`src/rtl/rr_lock_arbiter_pkg.sv`:
```
// Shared definitions for the round-robin lock arbiter and its priority picker.
package rr_lock_arbiter_pkg;

  typedef enum logic {
    ST_IDLE   = 1'b0,
    ST_LOCKED = 1'b1
  } arb_st_e;

  // Width of a binary index into n requesters; never less than one bit.
  function automatic int clog2_min1(input int n);
    return (n > 1) ? $clog2(n) : 1;
  endfunction

endpackage

```
`src/rtl/rr_lock_arbiter_prio_pick.sv`:
```
// Cyclic priority select: first set req bit at or above the one-hot ptr, wrapping N-1 -> 0.
module rr_prio_pick #(
  parameter int N = 8
) (
  input  logic [N-1:0] req,
  input  logic [N-1:0] ptr,
  output logic [N-1:0] gnt
);

  logic [2*N-1:0] dbl_req;
  logic [2*N-1:0] dbl_gnt;

  // Borrow from ptr ripples up through zero req bits and stops at the first set one;
  // the upper copy supplies the end-around carry for winners below ptr.
  assign dbl_req = {req, req};
  assign dbl_gnt = dbl_req & ~(dbl_req - {{N{1'b0}}, ptr});
  assign gnt     = dbl_gnt[N-1:0] | dbl_gnt[2*N-1:N];

endmodule

```
`src/rtl/rr_lock_arbiter.sv`:
```
// N-way round-robin arbiter that holds the grant from a packet head to its tail transfer.
module rr_lock_arbiter
  import rr_lock_arbiter_pkg::*;
#(
  parameter  int N       = 8,
  parameter  bit LOCK_EN = 1'b1,
  localparam int IDW     = clog2_min1(N)
) (
  input  logic           clk,
  input  logic           rstn,
  input  logic [N-1:0]   req,
  input  logic           last,
  input  logic           ready,
  output logic [N-1:0]   grant,
  output logic [IDW-1:0] grant_id,
  output logic           any_grant,
  output logic           locked
);

  // Handshake: a flit moves when any_grant & ready in the same cycle; grant is
  // offered without waiting for ready and stays put while ready=0 and req is stable.

  arb_st_e      st_q, st_d;
  logic [N-1:0] ptr_q, ptr_d;
  logic [N-1:0] owner_q, owner_d;
  logic [N-1:0] pick_gnt;
  logic [N-1:0] grant_raw;
  logic         transfer;

  function automatic logic [N-1:0] rotl1(input logic [N-1:0] v);
    logic [N-1:0] r;
    r = '0;
    for (int i = 0; i < N; i++) r[(i + 1) % N] = v[i];
    return r;
  endfunction

  rr_prio_pick #(.N(N)) u_pick (
    .req (req),
    .ptr (ptr_q),
    .gnt (pick_gnt)
  );

  assign grant_raw = (st_q == ST_LOCKED) ? (owner_q & req) : pick_gnt;
  assign grant     = rstn ? grant_raw : '0;
  assign any_grant = |grant;
  assign locked    = rstn & (st_q == ST_LOCKED);
  assign transfer  = any_grant & ready;

  always_comb begin
    grant_id = '0;
    for (int i = 0; i < N; i++) begin
      if (grant[i]) grant_id = grant_id | IDW'(i);
    end
  end

  always_comb begin
    st_d    = st_q;
    ptr_d   = ptr_q;
    owner_d = owner_q;
    if (transfer) begin
      case (st_q)
        ST_IDLE: begin
          if (last || !LOCK_EN) begin
            ptr_d = rotl1(grant);
          end else begin
            st_d    = ST_LOCKED;
            owner_d = grant;
          end
        end
        ST_LOCKED: begin
          if (last) begin
            st_d    = ST_IDLE;
            owner_d = '0;
            ptr_d   = rotl1(owner_q);
          end
        end
        default: st_d = ST_IDLE;
      endcase
    end
  end

  always_ff @(posedge clk) begin
    if (!rstn) begin
      st_q    <= ST_IDLE;
      ptr_q   <= N'(1);
      owner_q <= '0;
    end else begin
      st_q    <= st_d;
      ptr_q   <= ptr_d;
      owner_q <= owner_d;
    end
  end

  a_ptr_onehot: assert property (@(posedge clk) disable iff (!rstn) $onehot(ptr_q));
  a_owner_onehot0: assert property (@(posedge clk) disable iff (!rstn) $onehot0(owner_q));

endmodule
```
`config.mk`:
```
export PLATFORM = sky130hd
export DESIGN_NAME = rr_lock_arbiter
export DESIGN_NICKNAME = d
export VERILOG_FILES = /design/src/rtl/rr_lock_arbiter_pkg.sv /design/src/rtl/rr_lock_arbiter_prio_pick.sv /design/src/rtl/rr_lock_arbiter.sv
export SDC_FILE = /design/constraint.sdc
export NUM_CORES = 1
export LEC_CHECK = 0
export CORE_ASPECT_RATIO = 1.5
export CORE_MARGIN = 2
export CORE_UTILIZATION = 35
export CTS_CLUSTER_SIZE = 20
export DETAILED_ROUTE_END_ITERATION = 12
export GPL_TIMING_DRIVEN = 0
export PLACE_DENSITY = 0.7
export SKIP_LAST_GASP = 1
export SYNTH_ARGS = -nofsm -noshare
export SYNTH_HDL_FRONTEND = slang
export SYNTH_SLANG_ARGS = --single-unit
export TNS_END_PERCENT = 20
```
`constraint.sdc`:
```
create_clock -name clk -period 2.76 [get_ports clk]
set_input_delay 0.414 -clock clk [delete_from_list [all_inputs] [get_ports clk]]
set_output_delay 0.414 -clock clk [all_outputs]
set_load 0.01 [all_outputs]
```
# --- Word level (Yosys, flattened, before mapping) ---
# Cells that the tools add are included.
totals:
  latch_bits: 0
  word_cells: 33
  mem_count: 0
  regBits: 17
  mem_bits_rw: 0
  romBits: 0
op_classes:
  n_lt_le_gt_ge: 0
  shifts: 0
  n_eq_ne: 3
  n_reduce_logical: 3
  mux: 16
  n_div: 0
  addsub: 1
  mul: 0
  bitwise_logic: 7
op_table:
  columns: ["op", "count"]
  rows:
  - ["8-bit two-way mux", 6]
  - ["8-bit one-hot mux with 2 select lines", 2]
  - ["16-bit bitwise AND", 1]
  - ["16-bit NOT", 1]
  - ["16-bit by 8-bit subtractor with 16-bit output", 1]
  - ["3-bit two-way mux", 4]
  - ["8-bit bitwise AND", 1]
  - ["8-bit bitwise OR", 1]
  - ["8-bit OR reduction", 1]
  - ["2-bit != test, second input constant", 3]
  - ["3-bit AND reduction", 2]
  - ["2-bit two-way mux", 2]
  - ["1-bit bitwise AND", 2]
  - ["1-bit two-way mux", 2]
  - ["1-bit NOT", 1]

# --- Longest topological paths before layout ---
logic_depth:
  word_depth: 13
  mapped_depth: 11

# --- Modules after synthesis ---
# A second synthesis with hierarchy kept.
hier_totals:
  hier_cells: 181
  hier_area_um2: 1565.3
by_module_without_submodules:
  columns: ["module", "area_each_um2", "seq_area_each_um2", "cells_each", "instances"]
  rows:
  - ["rr_lock_arbiter", 1069.8, 340.3, 112, 1]
  - ["rr_prio_pick", 495.5, 0.0, 69, 1]

# --- Least setup slack after synthesis ---
# OpenSTA, ideal clock, no wires.
synth_timing:
  path_kind: "input to register"
  startpoint: "in req[1]"
  endpoint: "reg owner_q[4]"
  setup_time_ns: 0.121
  required_time_ns: 2.639
  arrival_time_ns: 2.918
  cell_stages: 11
  n_path_buf: 0
  slack_ns: -0.279
  cell_sequence: "inv_1 > fa_1 > nand2b_1 > a211oi_2 > nor2_1 > xnor2_1 > a21oi_4 > nor4_4 > inv_4 > o21ai_4 > mux2_4"
synth_via:
  elab_chain_len: 9
synth_lines:
  columns: ["item", "line_no", "rtl"]
  rows:
  - ["start: declaration", "rr_lock_arbiter.sv:11", "input logic [N-1:0] req,"]
  - ["16-bit by 8-bit subtractor with 16-bit output", "rr_lock_arbiter_prio_pick.sv:16", "assign dbl_gnt = dbl_req & ~(dbl_req - {{N{1'b0}}, ptr});"]
  - ["16-bit NOT", "rr_lock_arbiter_prio_pick.sv:16", null]
  - ["16-bit bitwise AND", "rr_lock_arbiter_prio_pick.sv:16", null]
  - ["8-bit bitwise OR", "rr_lock_arbiter_prio_pick.sv:17", "assign gnt = dbl_gnt[N-1:0] | dbl_gnt[2*N-1:N];"]
  - ["8-bit two-way mux", "rr_lock_arbiter.sv:43", "assign grant_raw = (st_q == ST_LOCKED) ? (owner_q & req) : pick_gnt;"]
  - ["8-bit two-way mux", "rr_lock_arbiter.sv:44", "assign grant = rstn ? grant_raw : '0;"]
  - ["via grant[6]", "rr_lock_arbiter.sv:14", "output logic [N-1:0] grant,"]
  - ["8-bit OR reduction", "rr_lock_arbiter.sv:45", "assign any_grant = |grant;"]
  - ["1-bit bitwise AND", "rr_lock_arbiter.sv:47", "assign transfer = any_grant & ready;"]
  - ["3-bit AND reduction (no source line)", null, null]
  - ["end signal: assignment", "rr_lock_arbiter.sv:90", "owner_q <= owner_d;"]
  - ["end: declaration", "rr_lock_arbiter.sv:25", "logic [N-1:0] owner_q, owner_d;"]
# The timed path passes the listed nets, and every way through them passes these cells. The select of a mux whose other input is x is not followed.
# A chain may end at the register's enable or synchronous reset.

# --- Worst setup path in the final report ---
layout_timing:
  startpoint: "in rstn"
  endpoint: "out grant[3]"
layout_via:
  elab_chain_len: 1
layout_lines:
  columns: ["item", "line_no", "rtl"]
  rows:
  - ["start: declaration", "rr_lock_arbiter.sv:10", "input logic rstn,"]
  - ["8-bit two-way mux", "rr_lock_arbiter.sv:44", null]
  - ["end: declaration", "rr_lock_arbiter.sv:14", null]
# Every way passes these cells.

==> qor.txt <==
==============================================================================
Result of the run                                                 complete, but fails checks
Violations in the final reports                                   setup timing
Endpoint of the most critical setup path                              grant[3]
Worst relative slew slack                                                66.7%
Vias in the first global route                                           1,767
Post-detailed-route via-to-cell ratio                                     5.77
Sw Share                                                                 39.8%
Syn nets                                                                   221
Maximum fanout encountered on the critical timing path                      10
Async set-reset flop share out of synthesis                                 0%
DRC violation count after routing                                            0
Final estimated routing congestion in global placement                   0.827
Critical path capture point type                                  primary output
Setup slack of the worst register-to-register path                    -0.22 ns
Net load switching power                                              0.476 mW
Time the final worst path needs with I/O delays and setup              3.13 ns
Tcrit/Tclk final                                                          113%
Power Internal                                                        0.718 mW
Final Skew                                                          0.00220 ns
Main combinational cell family by area after synthesis            compound AO/OA/AOI/OAI gates
Reg-to-reg endpoint                                                 owner_q[4]
Synth Area in Simple Gates                                               22.3%
Leakage dissipation                                                    1.03 nW
Number of filler cells placed in the layout                                395
Endpoints failing hold                                                       0
Synthesized-area fraction occupied by ao, oa, aoi and oai cells          30.8%
Initial antenna violation count                                              0
Adder and majority gate portion of the synthesized area                  8.36%
Start point of the critical path                                          rstn
Number of flops mapped to enable cells by yosys                              0
Worst flop-to-flop path startpoint                                    ptr_q[0]
Die span in x                                                          59.0 µm
TritonRoute pass-1 iters                                                     4
Power Dens Cells                                                    482 nW/µm²
Cts-stage hold buffer count                                                  0
Synth Register Bits                                                         17
Worst min-delay path class                                          reg -> reg
Summed instance area of the synthesized netlist                       1590 µm²
Total CTS buffers                                                            3
Max-slew violations                                                          0
Most repeated library cell on the critical path                   clkdlybuf4s50_1
Required time at the worst-slack endpoint                              2.35 ns
H-Tree Level Count                                                           1
CTS root buffer                                                       clkbuf_8
Register-to-Register Path Depth                                             10
Clock insertion delay at the later pin of the skew report              0.26 ns
Total vias in the final route                                            1,784
Max Cap Violations                                                           0
Number of cell rows                                                         30
Gr usage total                                                           21.6%
Buffer depth of the longest clock path                                       2
Worst Path Class, Setup                                              in -> out
Clock slew at reported path FFs                                        0.07 ns
Setup repair after global routing missed its margin                        yes
Mean instance size in the synthesized netlist                         7.97 µm²
Critical Path, Cell by Cell                                       clkdlybuf4s50_1 -> clkbuf_1 -> o211ai_1 -> o21bai_1 -> o21ai_2 -> clkdlybuf4s50_1
Die extent in y                                                        86.5 µm
Worst slew pin tran                                                   0.498 ns
Data arrival at the endpoint of the critical path                      2.71 ns
Highest cell delay on the worst timing path                            0.58 ns
Share of power burned in registers                                       23.8%
Pre-CTS WS                                                            -1.32 ns
Post-detailed-route wirelength per cell                                17.2 µm
Logic pwr share                                                          59.4%
Instance count of the mapped netlist                                       199
Slowest cell on the critical path                                 clkdlybuf4s50_1
Die Outline Area                                                      5100 µm²
Count of clock tree sinks                                                   17
Flip-flop cell with the highest count after synthesis                  dfxtp_1
Starting Density                                                         35.8%
Number of I/O port buffers                                                  24
Number of antenna cells inserted                                             0
Post-DRT Antenna Nets                                                        0
Clock tree from TritonCTS                                                  yes
Setup TNS                                                             -5.11 ns
Share of total power in the clock network                                16.8%
Final setup slack of the worst path                                  -0.366 ns
Floorplan Core Area                                                   4430 µm²
Ratio of cells with drive above 1 in the final layout                    44.1%
Number of DRC markers in iteration 0                                        46
Final WL                                                               5320 µm
Number of unique standard cell types used by synthesis                      53
Detailed Place HPWL                                                    3570 µm
Share of cell area taken by muxes after synthesis                        9.23%
Sequential-to-total area share from yosys stat                           21.5%
Area share of xor/xnor cells in the synthesized design                   2.21%
I/O pins                                                                    25
Warnings from Yosys                                                          0
Layout-stage area growth over the synthesis result                       56.2%
Net count, final                                                           284
First-pass GRT wire length                                             8510 µm
Peak VDD IR                                                           0.348 mV
Maximum number of pins on one net before global-route repair                11
Final-report setup violation count                                          28
Overflow after GRT                                                           0
Crit start category                                                 input port
Maximum frequency from static timing analysis                          320 MHz
==============================================================================
==> kinds of logic after synthesis <==
kind of cell    after synthesis
simple gates                 70
xor+xnor                      4
fa+ha+maj                    10
flops                        17
compound gates               61
buf+inv                      23
mux                          14
==> placed cells by master, fill, tap and decap left out, drive strengths merged, types with 2 or more instances in the layout <==
cell	count
or4	2
or3	3
a211oi	3
buf	49
or2	2
mux2i	12
a21oi	14
a31oi	7
dlygate4sd2	3
nor2b	3
dfxtp	17
a21boi	3
o21ai	9
o211ai	6
o22ai	2
nor4	2
nand2b	4
a221o	2
nand3	6
mux2	2
clkinv	2
nand2	32
clkbuf	6
xnor2	2
xor2	2
inv	17
clkdlybuf4s50	8
o32a	3
o21bai	4
nor2	13
and2	2
ha	9
==> timing repair <==
| item | in CTS | in global routing |
|---|---|---|
| setup buffers | 25 | 11 |
| resized for setup | 113 | 11 |
| setup endpoints to repair | 29 | 29 |
| pin swaps | 27 | 14 |
==> routing by layer <==
layer	vias up	global-route usage, %	wire length [µm]
met5	-	0	0
met4	0	9.92	313
met3	29	2.84	242
met2	67	39.7	2860
met1	838	23.8	1900
li1	850	-	-
==> power by group through the flow <==
stage	registers [mW]	clock network (mW)	logic [mW]
floorplan	0.282	0	0.339
global placement	0.287	0	0.487
detailed placement	0.287	0	0.492
CTS	0.284	0.200	0.623
global route	0.287	0.213	0.758
finish	0.284	0.200	0.709
==> cell usage after synthesis (4+ instances only) <==
library cell	instances	share of area [%]
a21oi_1	11	3.5
a31oi_1	7	2.8
clkbuf_1	4	0.95
dfxtp_1	17	21
ha_1	9	7.1
inv_1	16	3.8
mux2i_1	12	7.6
nand2_1	32	7.6
nand3_1	6	1.9
nor2_1	13	3.1
o211ai_1	6	2.8
o21ai_0	6	1.9
o21bai_1	4	1.9
==> cell type report <==
cell class              count  area, µm²  area share [%]
repair buffers             59        488            19.7
plain buffers               4       16.3           0.657
flip-flops and latches     17        349            14.1
clock buffers               3       41.3            1.67
well taps                  48       60.1            2.42
inverters                  18       73.8            2.98
multi-input cells         159       1440            58.3
clock inverters             1       5.00           0.202
==> worst min path at each step <==
stage | endpoint | startpoint | depth (start not counted)
finish | owner_q[6] | owner_q[6] | 2
global route | owner_q[6] | owner_q[6] | 2
CTS | ptr_q[4] | ptr_q[4] | 2
detailed placement | owner_q[6] | owner_q[6] | 2
global placement | owner_q[6] | owner_q[6] | 2
floorplan | owner_q[6] | owner_q[6] | 2
==> flip-flops by register name (all words and copies together), names as in the netlist <==
| signal | flops |
|---|---|
| ptr_q | 8 |
| st_q | 1 |
| owner_q | 8 |
==> worst max-delay path, delay by kind of cell <==
family	cells	cell delay [ns]
AOI/OAI and AO/OA	3	0.82
buffers and inverters	3	1.47
==> per-stage QoR <==
stage	power, mW	hold WS, ns	util, %	instances	area, µm²
final	1.19	0.460	55.9	309	2480
after global routing	1.26	0.479	55.9	309	2480
after CTS	1.11	0.465	53.2	299	2360
after detailed placement	0.779	0.456	44.2	271	1960
after global placement	0.774	0.444	44.2	271	1960
after floorplan	0.621	0.433	-	199	1660
No activity file was read; power rests on OpenSTA's default activity.
